==> config.mk <==
export PLATFORM = sky130hd
export DESIGN_NAME = mod_sub_serial_flat
export DESIGN_NICKNAME = d
export VERILOG_FILES = /design/src/rtl/ecc_pkg.sv /design/src/rtl/mod_sub_serial_if.sv /design/src/rtl/mod_sub_serial_digit_addsub.sv /design/src/rtl/mod_sub_serial.sv /design/src/flat_wrapper.sv
export SDC_FILE = /design/constraint.sdc
export NUM_CORES = 2
export LEC_CHECK = 0
export CORE_AREA = 5 5 402 404
export CTS_CLUSTER_DIAMETER = 40
export DETAILED_ROUTE_END_ITERATION = 8
export DIE_AREA = 0 0 407 409
export GPL_TIMING_DRIVEN = 0
export PLACE_DENSITY = 0.61
export SLEW_MARGIN = 30
export SYNTH_ARGS = -nofsm -noshare
export SYNTH_HDL_FRONTEND = slang
export SYNTH_SLANG_ARGS = --single-unit
==> constraint.sdc <==
create_clock -name clk -period 70.1 [get_ports clk]
set_clock_uncertainty 0.1 [all_clocks]
set_input_delay 14.02 -clock clk [delete_from_list [all_inputs] [get_ports clk]]
set_output_delay 14.02 -clock clk [all_outputs]
set_load 0.03 [all_outputs]
==> src/rtl/ecc_pkg.sv <==
// ---------------------------------------------------------------------------
// ecc_pkg
// Shared definitions for the serial modular subtractor:
//   state_e      - controller states (IDLE, SUB, CORR, DONE)
//   calc_ndig    - number of DIGIT-wide slices in a WIDTH-bit operand
//   calc_cnt_w   - width of a counter that spans 0..ndig-1 (at least 1 bit)
// ---------------------------------------------------------------------------
package ecc_pkg;

    typedef enum logic [1:0] {
        IDLE = 2'd0,
        SUB  = 2'd1,
        CORR = 2'd2,
        DONE = 2'd3
    } state_e;

    function automatic int calc_ndig(input int width, input int digit);
        return width / digit;
    endfunction

    // A single-slice configuration still needs a one-bit counter.
    function automatic int calc_cnt_w(input int ndig);
        return (ndig > 1) ? $clog2(ndig) : 1;
    endfunction

endpackage

==> src/rtl/mod_sub_serial_if.sv <==
// ---------------------------------------------------------------------------
// mod_sub_serial_if
// Operand/result handshake bundle for mod_sub_serial.
//   in_valid / in_ready   - operand handshake (a, b, p)
//   a, b, p               - minuend, subtrahend, modulus (WIDTH bits)
//   out_valid / out_ready - result handshake
//   result                - (a - b) mod p
//   borrow                - raw borrow of a - b
// Modports: slave (the subtractor), master (the operand producer/consumer).
// ---------------------------------------------------------------------------
interface mod_sub_serial_if #(
    parameter int WIDTH = 256
);
    logic             in_valid;
    logic             in_ready;
    logic [WIDTH-1:0] a;
    logic [WIDTH-1:0] b;
    logic [WIDTH-1:0] p;
    logic             out_valid;
    logic             out_ready;
    logic [WIDTH-1:0] result;
    logic             borrow;

    modport slave (
        input  in_valid, a, b, p, out_ready,
        output in_ready, out_valid, result, borrow
    );

    modport master (
        output in_valid, a, b, p, out_ready,
        input  in_ready, out_valid, result, borrow
    );
endinterface

==> src/rtl/mod_sub_serial_digit_addsub.sv <==
// ---------------------------------------------------------------------------
// digit_addsub
// One DIGIT-wide slice of a ripple add/subtract: {cout, s} = x + y' + cin,
// where y' = ~y when sub = 1 and y otherwise. Subtraction uses the
// inverted-borrow convention, so the caller seeds cin = 1 on the LSB slice.
//   x, y  - slice operands
//   cin   - carry in from the previous (less significant) slice
//   sub   - 1: invert y (subtract), 0: add
//   s     - slice sum
//   cout  - carry out to the next slice
// ---------------------------------------------------------------------------
module digit_addsub #(
    parameter int DIGIT = 32
) (
    input  logic [DIGIT-1:0] x,
    input  logic [DIGIT-1:0] y,
    input  logic             cin,
    input  logic             sub,
    output logic [DIGIT-1:0] s,
    output logic             cout
);

    logic [DIGIT-1:0] yEff;
    logic [DIGIT:0]   sum;

    // Conditional inversion of y followed by a carry-propagating add.
    always_comb begin
        yEff = sub ? ~y : y;
        sum  = {1'b0, x} + {1'b0, yEff} + {{DIGIT{1'b0}}, cin};
    end

    assign s    = sum[DIGIT-1:0];
    assign cout = sum[DIGIT];

endmodule

==> src/rtl/mod_sub_serial.sv <==
// ---------------------------------------------------------------------------
// mod_sub_serial
// Digit-serial modular subtractor: result = (a - b) mod p, assuming a, b < p.
// Operands are captured on an accept, a - b is formed one DIGIT slice per
// cycle (LSB first), and p is then added back slice by slice when the
// subtraction borrowed. One digit_addsub slice is shared by both phases.
//
// Parameters:
//   WIDTH - operand/result width (must be a multiple of DIGIT)
//   DIGIT - bits processed per cycle
// Ports:
//   clk   - clock, rising edge
//   rst   - asynchronous active-high reset
//   bus   - mod_sub_serial_if.slave (operand and result handshakes)
//
// Build option:
//   MOD_SUB_CONST_TIME_EN defined   - the correction pass always runs, so the
//                                     latency never depends on the data.
//   MOD_SUB_CONST_TIME_EN undefined - the correction pass is skipped when the
//                                     subtraction did not borrow.
// ---------------------------------------------------------------------------
module mod_sub_serial
    import ecc_pkg::*;
#(
    parameter int WIDTH = 256,
    parameter int DIGIT = 32
) (
    input logic                 clk,
    input logic                 rst,
    mod_sub_serial_if.slave     bus
);

    localparam int NDIG = calc_ndig(WIDTH, DIGIT);
    localparam int CNTW = calc_cnt_w(NDIG);
    localparam logic [CNTW-1:0] LAST_SLICE = CNTW'(NDIG - 1);

    state_e           state_q;
    state_e           state_d;
    logic [CNTW-1:0]  cnt_q;
    logic [WIDTH-1:0] a_q;
    logic [WIDTH-1:0] b_q;
    logic [WIDTH-1:0] p_q;
    logic [WIDTH-1:0] acc_q;
    logic             carry_q;
    logic             borrow_q;

    logic             lastSlice;
    logic             inReady;
    logic             outValid;
    logic [DIGIT-1:0] sliceX;
    logic [DIGIT-1:0] sliceY;
    logic [DIGIT-1:0] sliceS;
    logic             sliceCin;
    logic             sliceSub;
    logic             sliceCout;

    // Shift a freshly computed slice into the top of the accumulator while
    // dropping the consumed LSB slice. After NDIG shifts the slices sit in
    // their natural positions.
    function automatic logic [WIDTH-1:0] shiftIn(input logic [WIDTH-1:0] acc,
                                                 input logic [DIGIT-1:0] s);
        logic [WIDTH+DIGIT-1:0] t;
        t = {s, acc};
        return t[WIDTH+DIGIT-1:DIGIT];
    endfunction

    assign lastSlice = (cnt_q == LAST_SLICE);

    // Operand routing into the shared slice adder. SUB consumes the LSB
    // slices of a and ~b; CORR adds the LSB slice of p (or zero) to the
    // partial difference that has already been shifted into acc_q.
    always_comb begin
        sliceX   = a_q[DIGIT-1:0];
        sliceY   = b_q[DIGIT-1:0];
        sliceSub = 1'b1;
        sliceCin = carry_q;
        if (state_q == CORR) begin
            sliceX   = acc_q[DIGIT-1:0];
            sliceY   = borrow_q ? p_q[DIGIT-1:0] : '0;
            sliceSub = 1'b0;
        end
    end

    digit_addsub #(
        .DIGIT (DIGIT)
    ) u_slice (
        .x    (sliceX),
        .y    (sliceY),
        .cin  (sliceCin),
        .sub  (sliceSub),
        .s    (sliceS),
        .cout (sliceCout)
    );

    // State register.
    always_ff @(posedge clk or posedge rst) begin
        if (rst) begin
            state_q <= IDLE;
        end else begin
            state_q <= state_d;
        end
    end

    // Next-state and handshake outputs. On the last SUB slice the final
    // borrow is the inverse of the slice carry; with no borrow the
    // correction pass can be skipped unless constant time is requested.
    always_comb begin
        state_d  = state_q;
        inReady  = 1'b0;
        outValid = 1'b0;
        case (state_q)
            IDLE: begin
                inReady = 1'b1;
                if (bus.in_valid) begin
                    state_d = SUB;
                end
            end
            SUB: begin
                if (lastSlice) begin
`ifdef MOD_SUB_CONST_TIME_EN
                    state_d = CORR;
`else
                    state_d = sliceCout ? DONE : CORR;
`endif
                end
            end
            CORR: begin
                if (lastSlice) begin
                    state_d = DONE;
                end
            end
            DONE: begin
                outValid = 1'b1;
                if (bus.out_ready) begin
                    state_d = IDLE;
                end
            end
            default: begin
                state_d = IDLE;
            end
        endcase
    end

    // Datapath. The carry register holds the inverted borrow during SUB
    // (seeded to 1, i.e. borrow-in 0) and the ordinary carry during CORR
    // (seeded to 0). The carry out of the MSB in CORR is simply dropped.
    always_ff @(posedge clk or posedge rst) begin
        if (rst) begin
            cnt_q    <= '0;
            a_q      <= '0;
            b_q      <= '0;
            p_q      <= '0;
            acc_q    <= '0;
            carry_q  <= 1'b0;
            borrow_q <= 1'b0;
        end else begin
            case (state_q)
                IDLE: begin
                    if (bus.in_valid) begin
                        a_q      <= bus.a;
                        b_q      <= bus.b;
                        p_q      <= bus.p;
                        cnt_q    <= '0;
                        carry_q  <= 1'b1;
                        borrow_q <= 1'b0;
                    end
                end
                SUB: begin
                    acc_q <= shiftIn(acc_q, sliceS);
                    a_q   <= a_q >> DIGIT;
                    b_q   <= b_q >> DIGIT;
                    if (lastSlice) begin
                        cnt_q    <= '0;
                        borrow_q <= ~sliceCout;
                        carry_q  <= 1'b0;
                    end else begin
                        cnt_q   <= cnt_q + CNTW'(1);
                        carry_q <= sliceCout;
                    end
                end
                CORR: begin
                    acc_q <= shiftIn(acc_q, sliceS);
                    p_q   <= p_q >> DIGIT;
                    if (lastSlice) begin
                        cnt_q   <= '0;
                        carry_q <= 1'b0;
                    end else begin
                        cnt_q   <= cnt_q + CNTW'(1);
                        carry_q <= sliceCout;
                    end
                end
                default: begin
                end
            endcase
        end
    end

    assign bus.in_ready  = inReady;
    assign bus.out_valid = outValid;
    assign bus.result    = acc_q;
    assign bus.borrow    = borrow_q;

endmodule

==> src/flat_wrapper.sv <==
// flat-port wrapper written by rule: the top's interface ports become plain ports
module mod_sub_serial_flat import ecc_pkg::*;
#(
    parameter int WIDTH = 256,
    parameter int DIGIT = 32
)
  (clk, rst, bus_in_valid, bus_a, bus_b, bus_p, bus_out_ready, bus_in_ready, bus_out_valid, bus_result, bus_borrow);
  mod_sub_serial_if #(.WIDTH(WIDTH)) bus_i ();
  input logic clk;
  input logic rst;
  input wire logic [$bits(bus_i.in_valid)-1:0] bus_in_valid;
  input wire logic [$bits(bus_i.a)-1:0] bus_a;
  input wire logic [$bits(bus_i.b)-1:0] bus_b;
  input wire logic [$bits(bus_i.p)-1:0] bus_p;
  input wire logic [$bits(bus_i.out_ready)-1:0] bus_out_ready;
  output wire logic [$bits(bus_i.in_ready)-1:0] bus_in_ready;
  output wire logic [$bits(bus_i.out_valid)-1:0] bus_out_valid;
  output wire logic [$bits(bus_i.result)-1:0] bus_result;
  output wire logic [$bits(bus_i.borrow)-1:0] bus_borrow;
  assign bus_i.in_valid = bus_in_valid;
  assign bus_i.a = bus_a;
  assign bus_i.b = bus_b;
  assign bus_i.p = bus_p;
  assign bus_i.out_ready = bus_out_ready;
  assign bus_in_ready = bus_i.in_ready;
  assign bus_out_valid = bus_i.out_valid;
  assign bus_result = bus_i.result;
  assign bus_borrow = bus_i.borrow;
  mod_sub_serial #(.WIDTH(WIDTH), .DIGIT(DIGIT)) u_core (.clk(clk), .rst(rst), .bus(bus_i));
endmodule
==> impl_table.tex <==
\begin{tabular}{lr}
\hline
Metric & Value \\
\hline
\multicolumn{2}{l}{\textbf{Critical path}} \\
\quad Critical Path Stages & 9 \\
\quad Max incr delay on CP & about 710 ps \\
\quad Critical Path Sink Type & flip-flop \\
\quad Nature of the critical path startpoint & input pin \\
\quad Critical Path Fanout Max & 10 \\
\quad Critical-path cell list & clkdlybuf4s50\_1 > nand2\_1 > o21a\_1 > clkbuf\_2 > clkbuf\_2 > clkbuf\_1 > clkbuf\_1 > nand2\_1 > o21ai\_0 \\
\quad Critical path arrival & 17680 ps \\
\quad Required arrival time at the worst endpoint & a little over 70000 ps \\
\quad Kind of critical path & in -> reg \\
\quad Cell with the biggest individual delay on the critical path & clkbuf\_1 \\
\quad Family with the most delay on the worst path & buffers and inverters \\
\quad Worst path bufs/invs & 5 \\
\quad Number of cell instances on the worst register-to-register path & 15 \\
\quad Reg2Reg Setup Slack & between 60000 and 70000 ps \\
\quad RR Startpoint & u\_core.state\_q[0]\$\_DFFE\_PP0P\_ \\
\quad Reg-to-reg critical path endpoint & u\_core.bus.borrow\$\_DFFE\_PP0P\_ \\
\multicolumn{2}{l}{\textbf{Synthesis}} \\
\quad Post-Synthesis Cell Area & 45900 um\^{}2 \\
\quad Flip-flop and latch count after synthesis & 1031 \\
\quad Xor and xnor area share after synthesis & 0.00439 \\
\quad Async set or reset register ratio after synthesis & 1.00 \\
\quad Average size of a mapped cell & 11.2 um\^{}2 \\
\quad Dominant register cell in the synthesized netlist & dfrtp\_1 \\
\quad Count of mapped cells out of synthesis & 4082 \\
\quad Multiplexer area fraction after synthesis & 0.216 \\
\quad Simple-gate share of the synthesized area & 0.0678 \\
\quad Compound-cell area share of the yosys netlist & 0.113 \\
\quad Number of different library cells in the post-synthesis netlist & 58 \\
\quad Portion of synthesized cell area occupied by the leading cell type & 0.562 \\
\quad Dominant combinational cell family by area after synthesis & multiplexers \\
\quad Mapped Nets & 4894 \\
\quad Post-synth top area cell & dfrtp\_1 \\
\quad Number of warnings issued by yosys & 0 \\
\quad Part of the Yosys area used for sequential elements & 0.562 \\
\quad Number of enable flip-flop cells after synthesis & 0 \\
\quad Cell types occupying the most area after synthesis & dfrtp\_1 56\%, mux2i\_1 15\%, o21ai\_0 8.0\% \\
\quad Post-Synth Adder-Cell Area & 0.0112 \\
\multicolumn{2}{l}{\textbf{Worst hold path}} \\
\quad End point of the most critical hold path & u\_core.b\_q[151]\$\_DFFE\_PP0P\_ \\
\quad Worst hold path cell count & 2 \\
\quad Hold crit path type & reg -> reg \\
\quad Startpoint of the worst hold path & u\_core.b\_q[151]\$\_DFFE\_PP0P\_ \\
\multicolumn{2}{l}{\textbf{Clock network}} \\
\quad Insertion delay of the later-clocked pin in the worst-skew pair & 810 ps \\
\quad Clock-pin transition on the worst setup and hold timing paths & 50 ps \\
\quad Number of gates resized after CTS & 0 \\
\quad Post-CTS Hold Fix Bufs & 0 \\
\quad \# clock sinks & $\sim$1000 \\
\quad Clock tree from TritonCTS & yes \\
\quad Number of H-tree levels & 4 \\
\quad Max Buffers Root-to-Sink & 3 \\
\quad Post-CTS repair timing setup buffer count & 0 \\
\quad Clock Tree Root & clkbuf\_16 \\
\quad CTS Buf Count & 177 \\
\multicolumn{2}{l}{\textbf{Route}} \\
\quad Initial DRC Count & 2630 \\
\quad Routed wire length & 204000 um \\
\quad Average wire length per cell after detail routing & 26.8 um \\
\quad Number of nets still failing antenna checks after routing & 0 \\
\quad First-pass iteration count of the detailed router & 6 \\
\quad Residual DRC & 0 \\
\quad Vias/cell & 4.94 \\
\quad Total via count in the routed design & between 30000 and 40000 \\
\multicolumn{2}{l}{\textbf{Layout}} \\
\quad Fraction of final layout cells with drive strength greater than 1 & 0.118 \\
\quad Layout Area Growth over Synthesis & 43.3\% \\
\quad Final cell count without fillers & approximately 7600 \\
\quad Post-route standard cell area excluding fillers & between 60000 and 70000 um\^{}2 \\
\quad Final-stage net count & around 6000 \\
\multicolumn{2}{l}{\textbf{Die}} \\
\quad Io pins & $\sim$1000 \\
\quad Height of the chip & about 400 um \\
\quad Chip Width & about 410 um \\
\quad Placeable Area & around 160000 um\^{}2 \\
\quad Initial core utilization & 0.291 \\
\quad \# rows & 146 \\
\quad DIE AREA & about 170000 um\^{}2 \\
\multicolumn{2}{l}{\textbf{Power}} \\
\quad Power density relative to cell area & 59.1 nW/um\^{}2 \\
\quad Leak pwr & 27.9 nW \\
\quad Max VDD drop & 0.0316 mV \\
\multicolumn{2}{l}{\textbf{Timing}} \\
\quad RSZ-0062 raised after global routing & false \\
\quad Hold Violations, Final & 0 \\
\quad Minimum period implied by the final worst setup slack & 17090 ps \\
\quad Slew @ Worst Pin & 1030 ps \\
\quad Remaining max-slew budget at the tightest pin & 0.316 \\
\quad Fraction of the cycle the final worst path needs & 0.244 \\
\quad Slew Limit Fails & 0 \\
\quad Final setup vio count & 0 \\
\quad Sum Neg Setup Slack & 0 ps \\
\quad Maximum clock frequency & 58.5 MHz \\
\multicolumn{2}{l}{\textbf{Global routing}} \\
\quad Sum of overflow across all layers after global routing & 0 \\
\quad Number of global-route vias before repair & 38700 \\
\quad Largest net degree at the start of global routing & about 90 \\
\quad Global-route wire length before repair & 284000 um \\
\quad Antenna violations before repair & 99 \\
\quad Overall Global Routing Usage & 0.238 \\
\multicolumn{2}{l}{\textbf{Placement}} \\
\quad RePlAce Congestion & 0.891 \\
\quad Number of port buffers & 1030 \\
\quad Cells after DPL & 7198 \\
\quad Post-detail-place hpwl & 167000 um \\
\quad Area of placed instances & approximately 59000 um\^{}2 \\
\multicolumn{2}{l}{\textbf{Run status}} \\
\quad Result of the run & finished, final reports clean \\
\multicolumn{2}{l}{\textbf{Run}} \\
\quad Max cap viols & 0 \\
\hline
\end{tabular}
-- per-layer routing --
| layer | vias up | track usage | part of all wire |
|---|---|---|---|
| met2 | 1349 | 0.403 | 0.49 |
| met1 | 18800 | 0.294 | 0.40 |
| met4 | 40 | 0.0827 | 0.034 |
| li1 | 16900 | - | - |
| met3 | 355 | 0.0607 | 0.071 |
| met5 | - | 0 | 0.0013 |
-- cell usage after synthesis (2+ instances only) --
cell type  count
ha_1          38
o21a_1         4
buf_1         13
dfrtp_1     1031
a211oi_1       7
a21oi_1       36
nor2_1        25
buf_2          2
nor2b_1        2
nand3b_1       3
a32o_1         2
nand2_1      735
inv_1         21
mux2_2       280
xor2_1         7
xnor2_1       16
mux2i_1      673
nand2b_1       3
a31oi_1        3
o21ai_0      729
or3_1          2
o2bb2ai_1      2
o21bai_1       9
fa_1           2
a22o_1        97
a21o_2         2
and2_1         2
nand3_1       14
nand4_1        8
a21o_1         7
o211ai_1       2
nor3_1         2
clkbuf_1     278
-- cells by family after synthesis --
family,count (synthesis)
buffers and inverters,315
xor gates and xnor gates,23
adders and majority gates,40
and+or+nand+nor,802
DFF,1031
AOI/OAI and AO/OA,918
muxes,953
-- metrics by stage --
stage / util / hold WS (ps) / total power [mW] / worst slack (ps)
after floorplan: - / 345 / 2.23 / 26970
after global placement: 0.373 / 359 / 2.94 / 13900
after detailed placement: 0.376 / 367 / 2.98 / 51950
after CTS: 0.416 / 377 / 3.91 / 52790
after global routing: 0.417 / 391 / 4.11 / 52760
final: 0.417 / 375 / 3.88 / 53010
-- worst max-delay path by stage --
stage / from / to / slack (ps)
floorplan: rst / u_core.a_q[0]$_DFFE_PP0P_ / 26970
global placement: rst / u_core.b_q[110]$_DFFE_PP0P_ / 13900
detailed placement: bus_in_valid / u_core.a_q[223]$_DFFE_PP0P_ / 51950
CTS: bus_in_valid / u_core.b_q[2]$_DFFE_PP0P_ / 52790
global route: bus_in_valid / u_core.b_q[4]$_DFFE_PP0P_ / 52760
finish: bus_in_valid / u_core.b_q[2]$_DFFE_PP0P_ / 53010
-- cells in the final DEF, fill, tap and decap left out, types with 21 or more instances in the layout --
cell             instances
o21ai_0                729
dfrtp_1               1031
mux2i_1                673
mux2_2                 280
clkbuf_1               278
clkinv_2                22
clkbuf_8                28
clkbuf_16              177
a22o_1                  97
nand2_1                735
a21oi_1                 36
clkdlybuf4s50_1       1030
diode_2                 55
bufinv_16               21
nor2_1                  23
ha_1                    38
-- power by group --
group	switching, mW	internal [mW]	leakage (nW)
logic	1.09	0.735	12.1
registers	0.241	0.904	12.8
clock network	0.337	0.580	3.08
-- worst register-to-register path, stage by stage, from the launching register on --
cell      delay, ps
dfrtp_1         410
inv_1           140
ha_1            170
clkbuf_1        310
clkbuf_2        510
mux2_2          460
fa_1            510
fa_1            500
a21oi_1         270
o211ai_1        170
a221oi_2        440
o31ai_4         180
a211oi_4        320
o31ai_2         200
a2111o_1        410
nand2_1          60
-- flip-flops by register name, summed over array words and instances (netlist names) --
| signal | cells |
|---|---|
| u_core.a_q | 256 |
| u_core.b_q | 256 |
| u_core.bus.borrow | 1 |
| u_core.bus.result | 256 |
| u_core.carry_q | 1 |
| u_core.cnt_q | 3 |
| u_core.p_q | 256 |
| u_core.state_q | 2 |
-- area by class of cell --
type,count,area (um^2)
multi-input combinational,2736,18900
sequential,1031,25800
buffer,294,1130
timing repair buffer,1044,10700
antenna,55,138
inverter,21,86.3
clock inverter,112,1520
fill,15200,91700
clock buffer,218,4860
tap,2072,2590
No activity file was read; power rests on OpenSTA's default activity.
